===== src/rtl/clock_display_driver.sv =====
// Six-digit HH:MM:SS display driver: converts a packed time snapshot to BCD
// with a serial double-dabble FSM and multiplexes the digits onto a 7-segment bus.
module clock_display_driver #(
    parameter int SCAN_DIV = 1
) (
    input  logic        kh_clk,
    input  logic        reset,
    input  logic [26:0] time_in,
    input  logic        mode_12hr,
    output logic [6:0]  seg,
    output logic [5:0]  an,
    output logic        dp,
    output logic [23:0] bcd_out,
    output logic        upd,
    output logic        err
);

    typedef enum logic [1:0] {IDLE, SHIFT, NEXT} state_t;

    state_t      state, state_nxt;
    logic [2:0]  shift_cnt;
    logic [1:0]  field;
    logic [13:0] dd;
    logic [5:0]  snap_min, snap_sec;
    logic        snap_mode, pm_snap;
    logic        err_hr, err_min, err_sec;
    logic [7:0]  sh_hr, sh_min;
    logic        pm, mode_c;

    logic [4:0]  in_hr;
    logic [5:0]  in_min, in_sec;
    logic [4:0]  hr_pre;
    logic        err_cur;
    logic [7:0]  digits;
    logic        unused_ms;

    assign in_hr     = time_in[26:22];
    assign in_min    = time_in[21:16];
    assign in_sec    = time_in[15:10];
    assign unused_ms = ^time_in[9:0];

    // One double-dabble iteration: add 3 to any BCD nibble >= 5, then shift left.
    function automatic logic [13:0] dd_step(input logic [13:0] v);
        logic [13:0] t;
        t = v;
        if (t[13:10] >= 4'd5) t[13:10] = t[13:10] + 4'd3;
        if (t[9:6]   >= 4'd5) t[9:6]   = t[9:6]   + 4'd3;
        return {t[12:0], 1'b0};
    endfunction

    function automatic logic [6:0] glyph(input logic [3:0] d);
        case (d)
            4'd0:    glyph = 7'b1000000;
            4'd1:    glyph = 7'b1111001;
            4'd2:    glyph = 7'b0100100;
            4'd3:    glyph = 7'b0110000;
            4'd4:    glyph = 7'b0011001;
            4'd5:    glyph = 7'b0010010;
            4'd6:    glyph = 7'b0000010;
            4'd7:    glyph = 7'b1111000;
            4'd8:    glyph = 7'b0000000;
            4'd9:    glyph = 7'b0010000;
            4'hF:    glyph = 7'b0111111;
            default: glyph = 7'b1111111;
        endcase
    endfunction

    always_comb begin
        hr_pre = in_hr;
        if (mode_12hr) begin
            if (in_hr == 5'd0)
                hr_pre = 5'd12;
            else if (in_hr > 5'd12)
                hr_pre = in_hr - 5'd12;
        end
    end

    always_comb begin
        case (field)
            2'd0:    err_cur = err_hr;
            2'd1:    err_cur = err_min;
            default: err_cur = err_sec;
        endcase
        digits = err_cur ? 8'hFF : dd[13:6];
    end

    always_ff @(posedge kh_clk or posedge reset) begin
        if (reset)
            state <= IDLE;
        else
            state <= state_nxt;
    end

    always_comb begin
        state_nxt = state;
        case (state)
            IDLE:    state_nxt = SHIFT;
            SHIFT:   if (shift_cnt == 3'd5) state_nxt = NEXT;
            NEXT:    state_nxt = (field == 2'd2) ? IDLE : SHIFT;
            default: state_nxt = IDLE;
        endcase
    end

    // Shadow digits only reach bcd_out on the seconds commit, so an aborted pass never shows.
    always_ff @(posedge kh_clk or posedge reset) begin
        if (reset) begin
            shift_cnt <= '0;
            field     <= '0;
            dd        <= '0;
            snap_min  <= '0;
            snap_sec  <= '0;
            snap_mode <= 1'b0;
            pm_snap   <= 1'b0;
            err_hr    <= 1'b0;
            err_min   <= 1'b0;
            err_sec   <= 1'b0;
            sh_hr     <= '0;
            sh_min    <= '0;
            bcd_out   <= '0;
            err       <= 1'b0;
            pm        <= 1'b0;
            mode_c    <= 1'b0;
            upd       <= 1'b0;
        end else begin
            upd <= 1'b0;
            case (state)
                IDLE: begin
                    snap_min  <= in_min;
                    snap_sec  <= in_sec;
                    snap_mode <= mode_12hr;
                    pm_snap   <= mode_12hr && (in_hr >= 5'd12);
                    err_hr    <= (in_hr > 5'd23);
                    err_min   <= (in_min > 6'd59);
                    err_sec   <= (in_sec > 6'd59);
                    dd        <= {9'd0, hr_pre};
                    shift_cnt <= '0;
                    field     <= 2'd0;
                end
                SHIFT: begin
                    dd        <= dd_step(dd);
                    shift_cnt <= shift_cnt + 3'd1;
                end
                NEXT: begin
                    shift_cnt <= '0;
                    case (field)
                        2'd0: begin
                            sh_hr <= digits;
                            dd    <= {8'd0, snap_min};
                            field <= 2'd1;
                        end
                        2'd1: begin
                            sh_min <= digits;
                            dd     <= {8'd0, snap_sec};
                            field  <= 2'd2;
                        end
                        default: begin
                            bcd_out <= {sh_hr, sh_min, digits};
                            err     <= err_hr | err_min | err_sec;
                            pm      <= pm_snap;
                            mode_c  <= snap_mode;
                            upd     <= 1'b1;
                            field   <= 2'd0;
                        end
                    endcase
                end
                default: ;
            endcase
        end
    end

    logic [9:0] presc;
    logic [2:0] idx;
    logic [3:0] cur_digit;
    logic [6:0] seg_nxt;

    always_ff @(posedge kh_clk or posedge reset) begin
        if (reset) begin
            presc <= '0;
            idx   <= '0;
        end else if (presc == 10'(SCAN_DIV - 1)) begin
            presc <= '0;
            idx   <= (idx == 3'd5) ? 3'd0 : idx + 3'd1;
        end else begin
            presc <= presc + 10'd1;
        end
    end

    always_comb begin
        case (idx)
            3'd0:    cur_digit = bcd_out[3:0];
            3'd1:    cur_digit = bcd_out[7:4];
            3'd2:    cur_digit = bcd_out[11:8];
            3'd3:    cur_digit = bcd_out[15:12];
            3'd4:    cur_digit = bcd_out[19:16];
            default: cur_digit = bcd_out[23:20];
        endcase
        // A leading zero in the hours is suppressed only when showing 12-hour time.
        if (mode_c && idx == 3'd5 && cur_digit == 4'd0)
            seg_nxt = 7'b1111111;
        else
            seg_nxt = glyph(cur_digit);
    end

    always_ff @(posedge kh_clk or posedge reset) begin
        if (reset) begin
            seg <= 7'b1000000;
            an  <= 6'b111110;
            dp  <= 1'b1;
        end else begin
            seg <= seg_nxt;
            an  <= ~(6'd1 << idx);
            dp  <= ~(pm && idx == 3'd5);
        end
    end

endmodule


===== config.mk =====
export PLATFORM = sky130hd
export DESIGN_NAME = clock_display_driver
export DESIGN_NICKNAME = d
export VERILOG_FILES = /design/src/rtl/clock_display_driver.sv
export SDC_FILE = /design/constraint.sdc
export NUM_CORES = 1
export LEC_CHECK = 0
export CORE_MARGIN = 5
export CORE_UTILIZATION = 55
export CTS_BUF_LIST = sky130_fd_sc_hd__clkbuf_8
export DETAILED_ROUTE_END_ITERATION = 8
export HOLD_SLACK_MARGIN = 0.08
export PLACE_DENSITY = 0.79
export SLEW_MARGIN = 20
export SYNTH_ARGS = -nofsm -noshare
export SYNTH_HDL_FRONTEND = slang
export SYNTH_SLANG_ARGS = --single-unit

===== constraint.sdc =====
create_clock -name kh_clk -period 5.58 [get_ports kh_clk]
set_input_delay 0.837 -clock kh_clk [delete_from_list [all_inputs] [get_ports kh_clk]]
set_output_delay 0.837 -clock kh_clk [all_outputs]
set_load 0.02 [all_outputs]

==> results.tsv, run 1 <==
metric	value	unit
flops & latches, synth	109	
Max Cap Violations	0	
final setup skew	0.0166	ns
total via count after detailed routing	3624	
total congestion overflow after global routing	0	
floorplan die width	107	microns
Critical Path RT	5.82	ns
First-pass DRT Iterations	4	
number of warning messages in the yosys log	0	
startpoint of the worst-slack reg-to-reg timing path	state[0]$_DFFE_PP0P_	
# clock sinks	109	
total leakage power	2.70	nW
total CTS buffers	9	
arrival time at the worst endpoint	3.51	ns
Hold Crit Endpoint	dp$_DFF_PP1_	
final routed DRC violation total	0	
total of cells resized after clock tree synthesis	0	
routed wire length	10500	microns
slowest stage cell on the critical path	nor2_1	
worst vdd ir	0.134	mV
Post-Route Setup TNS	0	ns
predominant post-synthesis flop cell	dfrtp_1	
fraction of the yosys area taken by sequential cells	52.9	%
I/O pins	70	
number of enable-type register cells in the synthesized netlist	0	
type of the worst min-delay path	flip-flop to flip-flop	
hold buffer count at CTS	0	
overall power of the completed layout	1.74	mW
Worst Setup Start Kind	flip-flop	
unrepaired setup endpoints after global routing	no	
number of nets in the layout	572	
total count of hold-check failures in the final report	0	
top achievable clock speed	306	MHz
type of element capturing the critical path	flip-flop	
transition time at the pin with the least slew margin	0.895	ns
share of the clock period used by the worst path	58.5	%
status	finished, final reports clean	
initial cell density of the core	56.3	%
mapped cell area	5180	sq um
root cell of the clock tree	clkbuf_8	
average via count per standard cell	5.70	
proportion of layout cells with a drive suffix above 1	13.7	%
aggregate global-route resource usage	19.5	%
P per Cell Area	288	nW/um^2
Worst R2R Setup Slack	2.32	ns
placed wire-length estimate	7720	microns
n_diodes	0	
TritonCTS clock tree	built	
worst slew margin relative to its limit	40.3	%
worst hold start	pm$_DFFE_PP0P_	
worst hold path stage count	1	
H-tree depth	3	
number of routed nets with antenna violations	0	
synth unique cells	61	
number of buffers and inverters on the critical path	2	
instance count of the mapped netlist	468	
Crit path max-delay family	simple AND/OR/NAND/NOR gates	
final critical delay including setup and external delays	3.26	ns
number of I/O port buffers	59	
synthesized area per cell	11.1	sq um
Bufs on Longest Clock Path	2	
Clock Latency Late Sink	0.36	ns
delay of the slowest cell on the worst path	0.81	ns
Die Outline Area	11500	sq um
R2R Path End	dd[0]$_DFFE_PP0P_	
die boundary height	107	microns
worst r2r path cells	7	
antenna violations before repair	0	
number of core rows	35	
worst hold slack across all endpoints	0.455	ns
Crit Path Category	flip-flop to flip-flop	
area growth from synthesis to final layout	16.6	%
core area	9200	sq um
routed length per placed instance	16.6	microns
highest fanout seen on the critical path	22	
wire length of the first global-routing pass	18100	microns
ys async rst share	100	%
Reg clk slew, reported paths	0.11	ns
final setup violation count	0	
net count after synthesis	520	
largest net degree at the start of global routing	76	
count of buffers added by post-CTS timing repair for setup	0	
cell with the most instances on the worst path	inv_1	
number of global-route vias before repair	3702	
Critical Path, Cell by Cell	inv_1, ha_1, nand2_1, inv_1, nor2_1, o221ai_1, o21a_1	
Final GP Congestion	0.856	
count of routing violations after the opening detailed-route iteration	196	
total count of max-transition violations in the final report	0	
[flip-flops by register name, indices dropped and copies added, names as in the netlist, 2 cells and up]
name	flops
snap_sec	6
presc	10
idx	3
an	6
shift_cnt	3
snap_min	6
field	2
sh_min	8
dd	14
seg	7
sh_hr	8
state	2
bcd_out	24
[synthesized netlist by cell type (6+ instances only)]
master | n | share of area, %
nand2b_1 | 6 | 0.73
mux2_2 | 35 | 7.6
o21ai_0 | 35 | 3.4
ha_1 | 22 | 5.3
clkbuf_1 | 13 | 0.94
dfstp_2 | 7 | 3.6
xnor2_1 | 11 | 1.9
nand2_1 | 43 | 3.1
a211oi_1 | 6 | 0.87
nand3_1 | 13 | 1.3
inv_1 | 28 | 2.0
a22o_1 | 7 | 1.2
nor2_1 | 35 | 2.5
dfrtp_1 | 102 | 49
a21oi_1 | 15 | 1.5
mux2i_1 | 11 | 2.1
[power by group]
part,total [mW],internal (mW),switching (mW),leakage (nW)
registers,0.919,0.867,0.0520,1.35
clock network,0.494,0.224,0.270,0.106
logic,0.323,0.158,0.166,1.24
total,1.74,1.25,0.487,2.70
[worst reg2reg max path, cell delays in order, from the launching register on]
cell	delay, ns
dfrtp_1	0.44
inv_1	0.11
ha_1	0.29
nand2_1	0.51
inv_1	0.55
nor2_1	0.81
o221ai_1	0.26
o21a_1	0.16
[metal layers]
layer | track usage (%) | part of all wire [%]
met1 | 26.3 | 45
met2 | 32.7 | 51
met3 | 2.89 | 3.5
met4 | 6.12 | 1.1
met5 | 0 | 0
[placed cells by master (no fill, tap or decap), types with 3 or more instances in the layout]
cell type        synthesis  routed
dfrtp_1                102     102
clkdlybuf4s50_1          0      59
nand2_1                 43      43
mux2_2                  35      35
nor2_1                  35      35
o21ai_0                 35      35
inv_1                   28      28
ha_1                    22      22
a21oi_1                 15      15
nand3_1                 13      13
mux2i_1                 11      11
xnor2_1                 11      11
clkbuf_8                 0      10
a22o_1                   7       7
dfstp_2                  7       7
nand2b_1                 6       6
a211oi_1                 6       6
and3_1                   5       5
a32o_1                   4       4
a31oi_1                  3       3
o31ai_1                  3       3
or3_1                    3       3
nor3b_1                  4       3
nand3b_1                 3       3
nor3_1                   3       3
nand4_1                  3       3
[layout make-up]
class	instances	area, sq um
tap	111	139
fill	724	3160
inverter	28	108
timing repair buffer	60	598
sequential	109	2740
clock inverter	6	70.1
multi-input combinational	312	2250
clock buffer	10	138
[per-stage QoR]
step	setup slack, ns	utilization [%]	instances	area [sq um]
floorplan	1.88	-	468	5180
global placement	2.43	63.3	620	5820
detailed placement	2.37	63.3	620	5820
CTS	2.32	65.6	636	6030
global route	2.00	65.6	636	6040
finish	2.32	65.6	636	6040
[logic make-up (layout without fill, tap and decap cells)]
kind of cell    after synthesis  count (layout)  synth area share (%)
fa+ha+maj                    23              23                  5.54
buf+inv                      47             104                  3.92
compound gates               98              98                  13.3
mux                          47              47                  10.0
flops                       109             109                  52.9
simple gates                133             133                  12.5
xor+xnor                     11              11                  1.86
[worst max-delay path by stage]
stage                                     from            endpoint  slack, ns  cells past startpoint
after global routing      state[0]$_DFFE_PP0P_  dd[13]$_DFFE_PP0P_       2.00                      7
after CTS                 state[0]$_DFFE_PP0P_   dd[0]$_DFFE_PP0P_       2.32                      7
after global placement    state[0]$_DFFE_PP0P_   dd[9]$_DFFE_PP0P_       2.43                      7
after detailed placement  state[0]$_DFFE_PP0P_   dd[0]$_DFFE_PP0P_       2.37                      7
after floorplan                          reset     an[0]$_DFF_PP0_       1.88                      1
final                     state[0]$_DFFE_PP0P_   dd[0]$_DFFE_PP0P_       2.32                      7
(Power assumes the default switching activity.)
==> run 2: changes to the inputs <==
- clock period: 5.58 -> 3.35 ns (I/O delays scaled with it)
==> run 2 against run 1 <==
Effect of this change: via count increased by 1.2%; power rose by 68%; routed wire length shrank 0.66%; global-route usage increased by 0.080 points; critical path depth is 3 higher; combinational power grew 68%; sequential power increased by 66%; final cell count grew 0.63%; flip-flop and latch count unchanged; clock power increased by 71%; clock-buffer cell count increased by 1; core utilization increased by 0.50 points.
==> results.tsv, run 2 (synthesized netlist as in run 1, its figures left out) <==
metric	value	unit	change
status	finished, final reports clean		
number of global-route vias before repair	3645		-1.5%
Hold Crit Endpoint	dp$_DFF_PP1_		
most flop-heavy register	bcd_out		
aggregate global-route resource usage	19.6	%	+0.080 points
total count of hold-check failures in the final report	0		unchanged
n_diodes	0		unchanged
number of core rows	35		unchanged
routed wire length	10500	microns	-0.66%
Bufs on Longest Clock Path	2		unchanged
initial cell density of the core	56.3	%	unchanged
startpoint of the worst-slack reg-to-reg timing path	idx[2]$_DFFE_PP0N_		
leading cell type in the layout, fill and taps excluded	dfrtp_1		
unrepaired setup endpoints after global routing	no		
amount of wire on met3 after detailed routing	377	microns	+1.9%
Critical Path RT	3.62	ns	-2.20 ns
final critical delay including setup and external delays	2.75	ns	-0.517 ns
count of buffers added by post-CTS timing repair for setup	0		unchanged
total via count after detailed routing	3668		+1.2%
top routing layer used	met4		
Final GP Congestion	0.844		-1.3%
Worst Setup Start Kind	flip-flop		
share of the clock period used by the worst path	82.0	%	+24 points
average via count per standard cell	5.73		+0.58%
final std cell area, no fill	6080	sq um	+0.77%
worst slew margin relative to its limit	33.2	%	-7.1 points
type of element capturing the critical path	flip-flop		
arrival time at the worst endpoint	3.02	ns	-0.49 ns
overall power of the completed layout	2.92	mW	+68%
TritonCTS clock tree	built		
transition time at the pin with the least slew margin	0.997	ns	+0.101 ns
total of cells resized after clock tree synthesis	0		unchanged
largest net degree at the start of global routing	110		+45%
max FFs per register	24		unchanged
Reg clk slew, reported paths	0.10	ns	about the same
number of routed nets with antenna violations	0		unchanged
Die Outline Area	11500	sq um	unchanged
number of I/O port buffers	59		unchanged
multi-input logic area	2240	sq um	-0.28%
count of routing violations after the opening detailed-route iteration	164		-16%
highest fanout seen on the critical path	8		-64%
area growth from synthesis to final layout	17.5	%	
hold buffer count at CTS	0		unchanged
P per Cell Area	480	nW/um^2	+67%
I/O pins	70		unchanged
total leakage power	2.72	nW	+0.98%
proportion of layout cells with a drive suffix above 1	14.6	%	+0.84 points
number of nets in the layout	576		+0.70%
Detail Route met2 WL	5150	microns	-3.4%
top achievable clock speed	364	MHz	+19%
final routed DRC violation total	0		unchanged
R2R Path End	seg[5]$_DFF_PP0_		
core area	9200	sq um	unchanged
Clock Latency Late Sink	0.37	ns	about the same
Storage cell area	2740	sq um	unchanged
die boundary height	107	microns	unchanged
total congestion overflow after global routing	0		unchanged
First-pass DRT Iterations	4		unchanged
Top Registers	bcd_out: 24 flops, dd: 14 flops, presc: 10 flops		
Crit Path Category	flip-flop to flip-flop		
worst hold slack across all endpoints	0.455	ns	+0.000683 ns
utilization after layout	66.1	%	+0.50 points
final setup violation count	0		unchanged
placed wire-length estimate	7550	microns	-2.2%
number of fillers in the final layout	699		-3.5%
worst hold start	pm$_DFFE_PP0P_		
wire length of the first global-routing pass	17900	microns	-1.0%
antenna violations before repair	0		unchanged
total count of max-transition violations in the final report	0		unchanged
Worst R2R Setup Slack	0.60	ns	-1.71 ns
final setup skew	0.0121	ns	-0.00453 ns
Area after DPL	5870	sq um	+0.75%
floorplan die width	107	microns	unchanged
root cell of the clock tree	clkbuf_8		
worst vdd ir	0.249	mV	+86%
H-tree depth	3		unchanged
routed length per placed instance	16.3	microns	-1.3%
Max Cap Violations	0		unchanged
wire length the detailed router placed on met1	4800	microns	+1.7%
worst r2r path cells	10		+3
worst hold path stage count	1		unchanged
total CTS buffers	9		unchanged
type of the worst min-delay path	flip-flop to flip-flop		
most used cells in the layout excluding fill and tap cells	102 x dfrtp_1, 59 x clkdlybuf4s50_1, 43 x nand2_1		
# clock sinks	109		unchanged
Post-Route Setup TNS	0	ns	unchanged
-- run 2: cell count changes in the layout (fill, tap and decap cells not counted) --
cell      before  now
nor3b_4        1    0
nor3b_2        1    2
clkinv_4       1    2
clkbuf_8      10   11
buf_12         0    1
buf_4          1    4
inv_6          1    2
inv_4          1    0
inv_1         28   27
inv_8          1    0
-- run 2: cell type report --
| cell class | count | area share [%] |
|---|---|---|
| repair buffers | 64 | 10.5 |
| clock buffers | 11 | 2.49 |
| well taps | 111 | 2.28 |
| clock inverters | 5 | 1.07 |
| flip-flops and latches | 109 | 45.0 |
| inverters | 28 | 1.79 |
| multi-input cells | 312 | 36.9 |
-- run 2: routing by layer --
metal	global-route usage, %	vias to the layer above
li1	-	1755
met1	27.0	1828
met2	32.1	70
met3	3.55	15
met4	5.48	0
met5	0	-
-- run 2: how the worst max path moves through the flow --
stage                       endpoint  slack [ns]          startpoint
finish              seg[5]$_DFF_PP0_        0.60  idx[2]$_DFFE_PP0N_
floorplan           seg[5]$_DFF_PP0_        0.89  idx[0]$_DFFE_PP0N_
global route        seg[5]$_DFF_PP0_        0.42  idx[2]$_DFFE_PP0N_
global placement    seg[5]$_DFF_PP0_        0.74  idx[2]$_DFFE_PP0N_
detailed placement  seg[5]$_DFF_PP0_        0.66  idx[2]$_DFFE_PP0N_
CTS                 seg[5]$_DFF_PP0_        0.62  idx[0]$_DFFE_PP0N_
-- run 2: where the power goes --
part           internal, mW  leakage (nW)  total (mW)  switching, mW
Clock                 0.395         0.111       0.846          0.451
Combinational         0.265          1.26       0.542          0.277
Sequential             1.44          1.35        1.53         0.0849
Total                  2.10          2.72        2.92          0.814
-- run 2: stage by stage --
stage / worst slack (ns) / std cells
after CTS: 0.618 / 640
final: 0.603 / 640
after global placement: 0.736 / 624
after detailed placement: 0.657 / 624
after global routing: 0.418 / 640
after floorplan: 0.890 / 468
-- run 2: worst max-delay path, cell delays in order (launching register included) --
cell	delay [ns]
dfrtp_1	0.45
inv_1	0.22
ha_1	0.31
inv_1	0.15
and2_4	0.20
o31a_1	0.41
inv_1	0.14
ha_1	0.17
and3_1	0.25
nor2_1	0.10
a311oi_1	0.27
